===== src/rtl/dla_hld_lsu_coalescer_timeout_multi_pkg.sv =====
// Shared types and elaboration helpers for the multi-channel coalescer timeout.
package dla_hld_lsu_coalescer_timeout_pkg;

  // Selects where a channel takes its timeout threshold from when the counter loads.
  typedef enum logic {
    TIMEOUT_DYNAMIC = 1'b0,
    TIMEOUT_FIXED   = 1'b1
  } timeout_mode_e;

  // True when the initial threshold lies inside the clamp window.
  function automatic bit clamp_ok(input int min_thr, input int max_thr, input int init_thr);
    return (min_thr <= init_thr) && (init_thr <= max_thr);
  endfunction

endpackage


===== src/rtl/dla_hld_lsu_coalescer_timeout_multi_if.sv =====
// Bundle of the per-channel request/response signals between the LSU coalescers
// and the timeout block. The block itself sits on the slave side.
interface dla_hld_lsu_coalescer_timeout_multi_if
  import dla_hld_lsu_coalescer_timeout_pkg::*;
#(
  parameter int NUM_CHANNELS    = 4,
  parameter int MAX_TIMEOUT_BIT = 5
);

  timeout_mode_e                              i_mode;
  logic [MAX_TIMEOUT_BIT-1:0]                 i_fixed_threshold;
  logic [NUM_CHANNELS-1:0]                    i_valid;
  logic [NUM_CHANNELS-1:0]                    i_disable_timeout;
  logic [NUM_CHANNELS-1:0]                    i_flush;
  logic [NUM_CHANNELS-1:0]                    i_coal_if_addr_match;
  logic [NUM_CHANNELS-1:0]                    i_late_addr_match;
  logic [NUM_CHANNELS-1:0]                    o_timeout;
  logic [NUM_CHANNELS*MAX_TIMEOUT_BIT-1:0]    o_threshold;

  modport master (
    output i_mode, i_fixed_threshold, i_valid, i_disable_timeout, i_flush,
           i_coal_if_addr_match, i_late_addr_match,
    input  o_timeout, o_threshold
  );

  modport slave (
    input  i_mode, i_fixed_threshold, i_valid, i_disable_timeout, i_flush,
           i_coal_if_addr_match, i_late_addr_match,
    output o_timeout, o_threshold
  );

endinterface


===== src/rtl/dla_hld_lsu_coalescer_timeout_channel.sv =====
// One timeout channel: a down-counter that pulses when it expires, plus a small
// pipeline that learns the threshold from whether late address matches would
// have coalesced had the previous word waited longer.
module dla_hld_lsu_coalescer_timeout_channel
  import dla_hld_lsu_coalescer_timeout_pkg::*;
#(
  parameter int MAX_TIMEOUT_BIT        = 5,
  parameter int NO_COALESCE_COUNT_BITS = 3,
  parameter int MIN_THRESHOLD          = 0,
  parameter int MAX_THRESHOLD          = 2**MAX_TIMEOUT_BIT - 1,
  parameter int INIT_THRESHOLD         = 0
) (
  input  logic                       clock,
  input  logic                       resetn,
  input  timeout_mode_e              i_mode,
  input  logic [MAX_TIMEOUT_BIT-1:0] i_fixed_threshold,
  input  logic                       i_valid,
  input  logic                       i_disable_timeout,
  input  logic                       i_flush,
  input  logic                       i_coal_if_addr_match,
  input  logic                       i_late_addr_match,
  output logic                       o_timeout,
  output logic [MAX_TIMEOUT_BIT-1:0] o_threshold
);

  localparam int W = MAX_TIMEOUT_BIT;
  localparam int C = NO_COALESCE_COUNT_BITS;
  localparam logic [W-1:0] MIN_THR  = W'(MIN_THRESHOLD);
  localparam logic [W-1:0] MAX_THR  = W'(MAX_THRESHOLD);
  localparam logic [W-1:0] INIT_THR = W'(INIT_THRESHOLD);
  localparam bit INIT_AT_MAX = (INIT_THRESHOLD >= MAX_THRESHOLD);
  localparam bit INIT_AT_MIN = (INIT_THRESHOLD <= MIN_THRESHOLD);

  logic [W:0]   cnt_q, cnt_d;
  logic         late_msb_q, late_msb_d;
  logic         seen_valid_q, seen_valid_d;
  logic         s1_coal_q, s1_coal_d;
  logic         s1_valid_q, s1_valid_d;
  logic         prev_timed_out_q, prev_timed_out_d;
  logic         match_valid_q, match_valid_d;
  logic [C-1:0] fail_cnt_q, fail_cnt_d;
  logic         incr_q, incr_d;
  logic         decr_q, decr_d;
  logic         at_max_q, at_max_d;
  logic         at_min_q, at_min_d;
  logic [W-1:0] threshold_q, threshold_d;
  logic [W-1:0] thr_eff;
  logic         cnt_msb;

  assign cnt_msb = cnt_q[W];
  assign thr_eff = (i_mode == TIMEOUT_FIXED) ? i_fixed_threshold : threshold_q;

  // Counter next state: a new word restarts, flush forces expiry, disable re-arms.
  always_comb begin
    cnt_d      = cnt_q;
    late_msb_d = cnt_msb;
    if (i_valid) begin
      cnt_d = {1'b1, thr_eff};
    end else if (cnt_msb && i_flush) begin
      cnt_d = {1'b0, {W{1'b1}}};
    end else if (cnt_msb && i_disable_timeout) begin
      cnt_d = {1'b1, thr_eff};
    end else if (cnt_msb) begin
      cnt_d = cnt_q - (W+1)'(1);
    end
  end

  // Threshold learning: align the early coalesce hint with the late match result,
  // count consecutive misses, then nudge the threshold inside its clamp window.
  always_comb begin
    seen_valid_d     = seen_valid_q | i_valid;
    s1_coal_d        = i_coal_if_addr_match;
    s1_valid_d       = i_valid & seen_valid_q;
    prev_timed_out_d = ~s1_coal_q;
    match_valid_d    = s1_valid_q;
    fail_cnt_d       = fail_cnt_q;
    incr_d           = 1'b0;
    decr_d           = 1'b0;
    if (match_valid_q) begin
      if (i_late_addr_match) begin
        fail_cnt_d = '0;
        incr_d     = prev_timed_out_q;
      end else if (&fail_cnt_q) begin
        decr_d = 1'b1;
      end else begin
        fail_cnt_d = fail_cnt_q + C'(1);
      end
    end
    threshold_d = threshold_q;
    if (incr_q && !at_max_q) begin
      threshold_d = threshold_q + W'(1);
    end else if (decr_q && !at_min_q) begin
      threshold_d = threshold_q - W'(1);
    end
    at_max_d = (threshold_d >= MAX_THR);
    at_min_d = (threshold_d <= MIN_THR);
  end

  // State registers; reset leaves the counter idle so no pulse follows release.
  always_ff @(posedge clock or negedge resetn) begin
    if (!resetn) begin
      cnt_q            <= '0;
      late_msb_q       <= 1'b0;
      seen_valid_q     <= 1'b0;
      s1_coal_q        <= 1'b0;
      s1_valid_q       <= 1'b0;
      prev_timed_out_q <= 1'b0;
      match_valid_q    <= 1'b0;
      fail_cnt_q       <= '0;
      incr_q           <= 1'b0;
      decr_q           <= 1'b0;
      at_max_q         <= INIT_AT_MAX;
      at_min_q         <= INIT_AT_MIN;
      threshold_q      <= INIT_THR;
    end else begin
      cnt_q            <= cnt_d;
      late_msb_q       <= late_msb_d;
      seen_valid_q     <= seen_valid_d;
      s1_coal_q        <= s1_coal_d;
      s1_valid_q       <= s1_valid_d;
      prev_timed_out_q <= prev_timed_out_d;
      match_valid_q    <= match_valid_d;
      fail_cnt_q       <= fail_cnt_d;
      incr_q           <= incr_d;
      decr_q           <= decr_d;
      at_max_q         <= at_max_d;
      at_min_q         <= at_min_d;
      threshold_q      <= threshold_d;
    end
  end

  assign o_timeout   = ~cnt_msb & late_msb_q;
  assign o_threshold = threshold_q;

endmodule


===== src/rtl/dla_hld_lsu_coalescer_timeout_multi.sv =====
// Multi-channel coalescer timeout: NUM_CHANNELS independent timeout channels
// sharing only the mode select and the fixed threshold.
module dla_hld_lsu_coalescer_timeout_multi
  import dla_hld_lsu_coalescer_timeout_pkg::*;
#(
  parameter int NUM_CHANNELS           = 4,
  parameter int MAX_TIMEOUT_BIT        = 5,
  parameter int NO_COALESCE_COUNT_BITS = 3,
  parameter int MIN_THRESHOLD          = 0,
  parameter int MAX_THRESHOLD          = 2**MAX_TIMEOUT_BIT - 1,
  parameter int INIT_THRESHOLD         = 0
) (
  input logic                                 clock,
  input logic                                 resetn,
  dla_hld_lsu_coalescer_timeout_multi_if.slave bus
);

  localparam int W = MAX_TIMEOUT_BIT;

  if (!clamp_ok(MIN_THRESHOLD, MAX_THRESHOLD, INIT_THRESHOLD)) begin : g_bad_clamp
    $error("INIT_THRESHOLD must lie within [MIN_THRESHOLD, MAX_THRESHOLD]");
  end

  if ((MIN_THRESHOLD < 0) || (MAX_THRESHOLD > 2**MAX_TIMEOUT_BIT - 1)) begin : g_bad_range
    $error("threshold clamp must fit in MAX_TIMEOUT_BIT bits");
  end

  if (NUM_CHANNELS < 1) begin : g_bad_channels
    $error("NUM_CHANNELS must be at least 1");
  end

  logic [NUM_CHANNELS-1:0]   timeout_w;
  logic [NUM_CHANNELS*W-1:0] threshold_w;

  for (genvar k = 0; k < NUM_CHANNELS; k++) begin : g_chan
    dla_hld_lsu_coalescer_timeout_channel #(
      .MAX_TIMEOUT_BIT        (MAX_TIMEOUT_BIT),
      .NO_COALESCE_COUNT_BITS (NO_COALESCE_COUNT_BITS),
      .MIN_THRESHOLD          (MIN_THRESHOLD),
      .MAX_THRESHOLD          (MAX_THRESHOLD),
      .INIT_THRESHOLD         (INIT_THRESHOLD)
    ) u_chan (
      .clock                (clock),
      .resetn               (resetn),
      .i_mode               (bus.i_mode),
      .i_fixed_threshold    (bus.i_fixed_threshold),
      .i_valid              (bus.i_valid[k]),
      .i_disable_timeout    (bus.i_disable_timeout[k]),
      .i_flush              (bus.i_flush[k]),
      .i_coal_if_addr_match (bus.i_coal_if_addr_match[k]),
      .i_late_addr_match    (bus.i_late_addr_match[k]),
      .o_timeout            (timeout_w[k]),
      .o_threshold          (threshold_w[k*W +: W])
    );
  end

  assign bus.o_timeout   = timeout_w;
  assign bus.o_threshold = threshold_w;

endmodule


===== src/flat_wrapper.sv =====
// flat-port wrapper written by rule: the top's interface ports become plain ports
module dla_hld_lsu_coalescer_timeout_multi_flat import dla_hld_lsu_coalescer_timeout_pkg::*;
#(
  parameter int NUM_CHANNELS           = 4,
  parameter int MAX_TIMEOUT_BIT        = 5,
  parameter int NO_COALESCE_COUNT_BITS = 3,
  parameter int MIN_THRESHOLD          = 0,
  parameter int MAX_THRESHOLD          = 2**MAX_TIMEOUT_BIT - 1,
  parameter int INIT_THRESHOLD         = 0
)
  (clock, resetn, bus_i_mode, bus_i_fixed_threshold, bus_i_valid, bus_i_disable_timeout, bus_i_flush, bus_i_coal_if_addr_match, bus_i_late_addr_match, bus_o_timeout, bus_o_threshold);
  dla_hld_lsu_coalescer_timeout_multi_if #(.NUM_CHANNELS(NUM_CHANNELS), .MAX_TIMEOUT_BIT(MAX_TIMEOUT_BIT)) bus_i ();
  input logic clock;
  input logic resetn;
  input wire logic [$bits(bus_i.i_mode)-1:0] bus_i_mode;
  input wire logic [$bits(bus_i.i_fixed_threshold)-1:0] bus_i_fixed_threshold;
  input wire logic [$bits(bus_i.i_valid)-1:0] bus_i_valid;
  input wire logic [$bits(bus_i.i_disable_timeout)-1:0] bus_i_disable_timeout;
  input wire logic [$bits(bus_i.i_flush)-1:0] bus_i_flush;
  input wire logic [$bits(bus_i.i_coal_if_addr_match)-1:0] bus_i_coal_if_addr_match;
  input wire logic [$bits(bus_i.i_late_addr_match)-1:0] bus_i_late_addr_match;
  output wire logic [$bits(bus_i.o_timeout)-1:0] bus_o_timeout;
  output wire logic [$bits(bus_i.o_threshold)-1:0] bus_o_threshold;
  assign bus_i.i_mode = bus_i_mode;
  assign bus_i.i_fixed_threshold = bus_i_fixed_threshold;
  assign bus_i.i_valid = bus_i_valid;
  assign bus_i.i_disable_timeout = bus_i_disable_timeout;
  assign bus_i.i_flush = bus_i_flush;
  assign bus_i.i_coal_if_addr_match = bus_i_coal_if_addr_match;
  assign bus_i.i_late_addr_match = bus_i_late_addr_match;
  assign bus_o_timeout = bus_i.o_timeout;
  assign bus_o_threshold = bus_i.o_threshold;
  dla_hld_lsu_coalescer_timeout_multi #(.NUM_CHANNELS(NUM_CHANNELS), .MAX_TIMEOUT_BIT(MAX_TIMEOUT_BIT), .NO_COALESCE_COUNT_BITS(NO_COALESCE_COUNT_BITS), .MIN_THRESHOLD(MIN_THRESHOLD), .MAX_THRESHOLD(MAX_THRESHOLD), .INIT_THRESHOLD(INIT_THRESHOLD)) u_core (.clock(clock), .resetn(resetn), .bus(bus_i));
endmodule

===== config.mk =====
export PLATFORM = sky130hd
export DESIGN_NAME = dla_hld_lsu_coalescer_timeout_multi_flat
export DESIGN_NICKNAME = d
export VERILOG_FILES = /design/src/rtl/dla_hld_lsu_coalescer_timeout_multi_pkg.sv /design/src/rtl/dla_hld_lsu_coalescer_timeout_multi_if.sv /design/src/rtl/dla_hld_lsu_coalescer_timeout_channel.sv /design/src/rtl/dla_hld_lsu_coalescer_timeout_multi.sv /design/src/flat_wrapper.sv
export SDC_FILE = /design/constraint.sdc
export NUM_CORES = 1
export LEC_CHECK = 0
export CAP_MARGIN = 20
export CORE_UTILIZATION = 50
export CTS_CLUSTER_DIAMETER = 120
export CTS_CLUSTER_SIZE = 30
export DETAILED_ROUTE_END_ITERATION = 10
export PLACE_DENSITY = 0.72
export SLEW_MARGIN = 10
export SYNTH_ARGS = -nofsm -noshare
export SYNTH_HDL_FRONTEND = slang
export SYNTH_SLANG_ARGS = --single-unit

===== constraint.sdc =====
create_clock -name clock -period 3.5 [get_ports clock]
set_input_delay 0.7 -clock clock [delete_from_list [all_inputs] [get_ports clock]]
set_output_delay 0.7 -clock clock [all_outputs]
set_load 0.01 [all_outputs]

==> impl_metrics.tcl <==
set metrics [dict create \
    min_period_ns 2.27 \
    cts_setup_buffers 0 \
    critPathLaunchType "register" \
    worstReg2RegStart "u_core.g_chan[0].u_chan.o_threshold[0]$_DFF_PN0_" \
    period_share 0.649 \
    syn_to_final_growth_pct 16.5 \
    relSlewSlack 0.600 \
    cts-hold-fix-buffers 0 \
    worstMarginPinSlew_ns 0.598 \
    hold_viol 0 \
    endpoint_kind "primary output" \
    dr.pass1.iters 5 \
    cts_sinks 96 \
    drt_drc_violations_left 0 \
    vias_per_cell 5.74 \
    reg2regPathDepth 6 \
    core_um2 9370 \
    grt_pass1_wl_um 17400 \
    num_vias 3888 \
    ctsResizeCount 0 \
    run_status "completed" \
    clk_path_buf_depth 2 \
    vdd_drop_max_v 0.000263 \
    r2r-end "u_core.g_chan[0].u_chan.at_max_q$_DFF_PN0_" \
    slew_viol_final 0 \
    r2r_slack_ns 1.65 \
    crit_required_ns 2.80 \
    drv_cap 0 \
    total_power_w 0.00343 \
    cp_max_fo 10 \
    hold_path_class "in2async" \
    synth_cell_type_count 52 \
    start_util 0.524 \
    die_h_um 101 \
    synth.top_cells.by_area "dfrtp_1, ha_1, inv_1" \
    largest_register_ffs 24 \
    die_w_um 101 \
    clk_pin_slew_ns 0.09 \
    port_buffers 51 \
    rsz0062_at_grt "no" \
    gp_congestion 0.914 \
    routed_wl_um 10300 \
    p_leak_nw 2.55 \
    synth.cell_area_um2 4910 \
    antennaDiodeCount 0 \
    fmax_mhz 440 \
    hpwlAfterDp_um 7250 \
    wl_per_cell_um 15.2 \
    cts_root_buf "clkbuf_8" \
    die-area_um2 10200 \
    powerDensity_nw_per_um2 601 \
    cts_made_buffers 9 \
    ys_seq_area_frac 0.490 \
    nets 591 \
    overflow 0 \
    yosys.area.top_type "dfrtp_1" \
    synth_warnings 0 \
    synth-edff-count 0 \
    synth_flop_cell "dfrtp_1" \
    worst-setup-path-type "reg2out" \
    largest-register "u_core.g_chan.u_chan.cnt_q" \
    rows 35 \
    htree_num_levels 3 \
    tritoncts "built" \
    skew_ns 0.0117 \
    syn_area_per_cell_um2 9.90 \
    arrival_ns 1.57 \
    ant_nets 0 \
    clock_latency_ns 0.35 \
    setup_tns_ns 0 \
    drive_above_1_share 0.0620 \
    async_flop_share 1.00 \
    antenna_found_initial 0 \
    io_pins 52 \
    setup_violations 0 \
    synth_seq_cells 96 \
    synthCells 496 \
    grt_max_degree 97 \
    grt_use_total 0.217 \
    grt_pass1_vias 3656 \
    synth_nets 544 \
    synth_top_cell_area_share 0.469 \
    drt_iter0_markers 274 \
]
## where the power goes
| part | leakage (nW) | internal (W) | switching, W |
|---|---|---|---|
| logic | 1.30 | 0.000528 | 0.000521 |
| registers | 1.15 | 0.00133 | 0.000333 |
| clock network | 0.0993 | 0.000350 | 0.000376 |
## metrics by stage
stage                     cell area [um2]   util  std cells  hold slack (ns)  worst slack, ns
after global routing                 5720  0.610        677            0.373             1.11
after detailed placement             5520  0.589        661            0.337            0.913
after global placement               5520  0.589        661            0.338            0.990
after floorplan                      4910      -        496            0.331             1.75
final                                5720  0.610        677            0.339             1.23
after CTS                            5720  0.610        677            0.363             1.20
## cell families (layout without fill, tap and decap cells)
family	Yosys count	in the layout	synth area share
and+or+nand+nor	167	167	0.182
adders and majority gates	20	20	0.0510
AOI/OAI and AO/OA	114	114	0.157
DFF	96	96	0.490
muxes	11	11	0.0227
buffers and inverters	63	115	0.0528
xor gates and xnor gates	25	25	0.0446
## worst max-delay path by stage
stage | start | end | slack, ns | cells after the start
final | u_core.g_chan[2].u_chan.cnt_q[5]$_DFF_PN0_ | bus_o_timeout[2] | 1.23 | 2
after CTS | u_core.g_chan[2].u_chan.cnt_q[5]$_DFF_PN0_ | bus_o_timeout[2] | 1.20 | 2
after global placement | bus_i_mode | u_core.g_chan[2].u_chan.cnt_q[0]$_DFFE_PN0P_ | 0.99 | 6
after floorplan | u_core.g_chan[0].u_chan.o_threshold[0]$_DFF_PN0_ | u_core.g_chan[0].u_chan.at_max_q$_DFF_PN0_ | 1.75 | 7
after global routing | u_core.g_chan[2].u_chan.cnt_q[5]$_DFF_PN0_ | bus_o_timeout[2] | 1.11 | 2
after detailed placement | bus_i_mode | u_core.g_chan[2].u_chan.cnt_q[0]$_DFFE_PN0P_ | 0.91 | 6
## layout by cell type, fill, tap and decap left out, types with 3 or more instances in the layout
master,instances
nor3b_1,5
nand3_1,16
or2_2,4
xnor2_1,8
dfrtp_1,92
nand2b_1,14
dfstp_2,4
nor2_1,29
and3_1,5
o211ai_1,4
a22oi_1,5
clkdlybuf4s50_1,50
xor2_1,17
nor4_1,10
o21bai_1,7
nand4_1,6
and3b_1,3
inv_1,44
clkbuf_8,10
a31oi_1,9
o21ai_0,18
or3_1,5
o31ai_1,4
and2_1,4
o22ai_1,13
o32a_1,3
nor2b_1,11
and4_1,3
a221oi_1,7
o41ai_2,4
o21ai_1,3
a21oi_1,27
ha_1,20
nand2_1,31
nor3_1,15
mux2i_1,10
## critical path: stages, from the launching register on
cell and delay, ns:
dfrtp_1 0.51, nor2b_1 0.16, clkdlybuf4s50_1 0.55
## metal layers
layer	share of wire	track usage	wire length, um
met5	0	0	0
met4	0.014	0.0936	144
met3	0.050	0.0319	513
met2	0.48	0.338	4920
met1	0.46	0.303	4700
## area by class of cell
cell class / instances / area [um2]
clock buffer: 11 / 141
clock inverter: 5 / 56.3
fill: 817 / 3650
inverter: 46 / 173
multi-input combinational: 337 / 2240
sequential: 96 / 2410
tap: 129 / 161
timing repair buffer: 53 / 536
## Yosys cell counts, types with 6 or more instances
| cell | number |
|---|---|
| a21oi_1 | 27 |
| a221oi_1 | 7 |
| a31oi_1 | 9 |
| buf_2 | 6 |
| clkbuf_1 | 7 |
| dfrtp_1 | 92 |
| ha_1 | 20 |
| inv_1 | 44 |
| mux2i_1 | 10 |
| nand2_1 | 31 |
| nand2b_1 | 14 |
| nand3_1 | 16 |
| nand4_1 | 6 |
| nor2_1 | 29 |
| nor2b_1 | 11 |
| nor3_1 | 15 |
| nor4_1 | 10 |
| o21ai_0 | 18 |
| o21bai_1 | 7 |
| o22ai_1 | 13 |
| xnor2_1 | 8 |
| xor2_1 | 17 |
(Power assumes the default switching activity.)
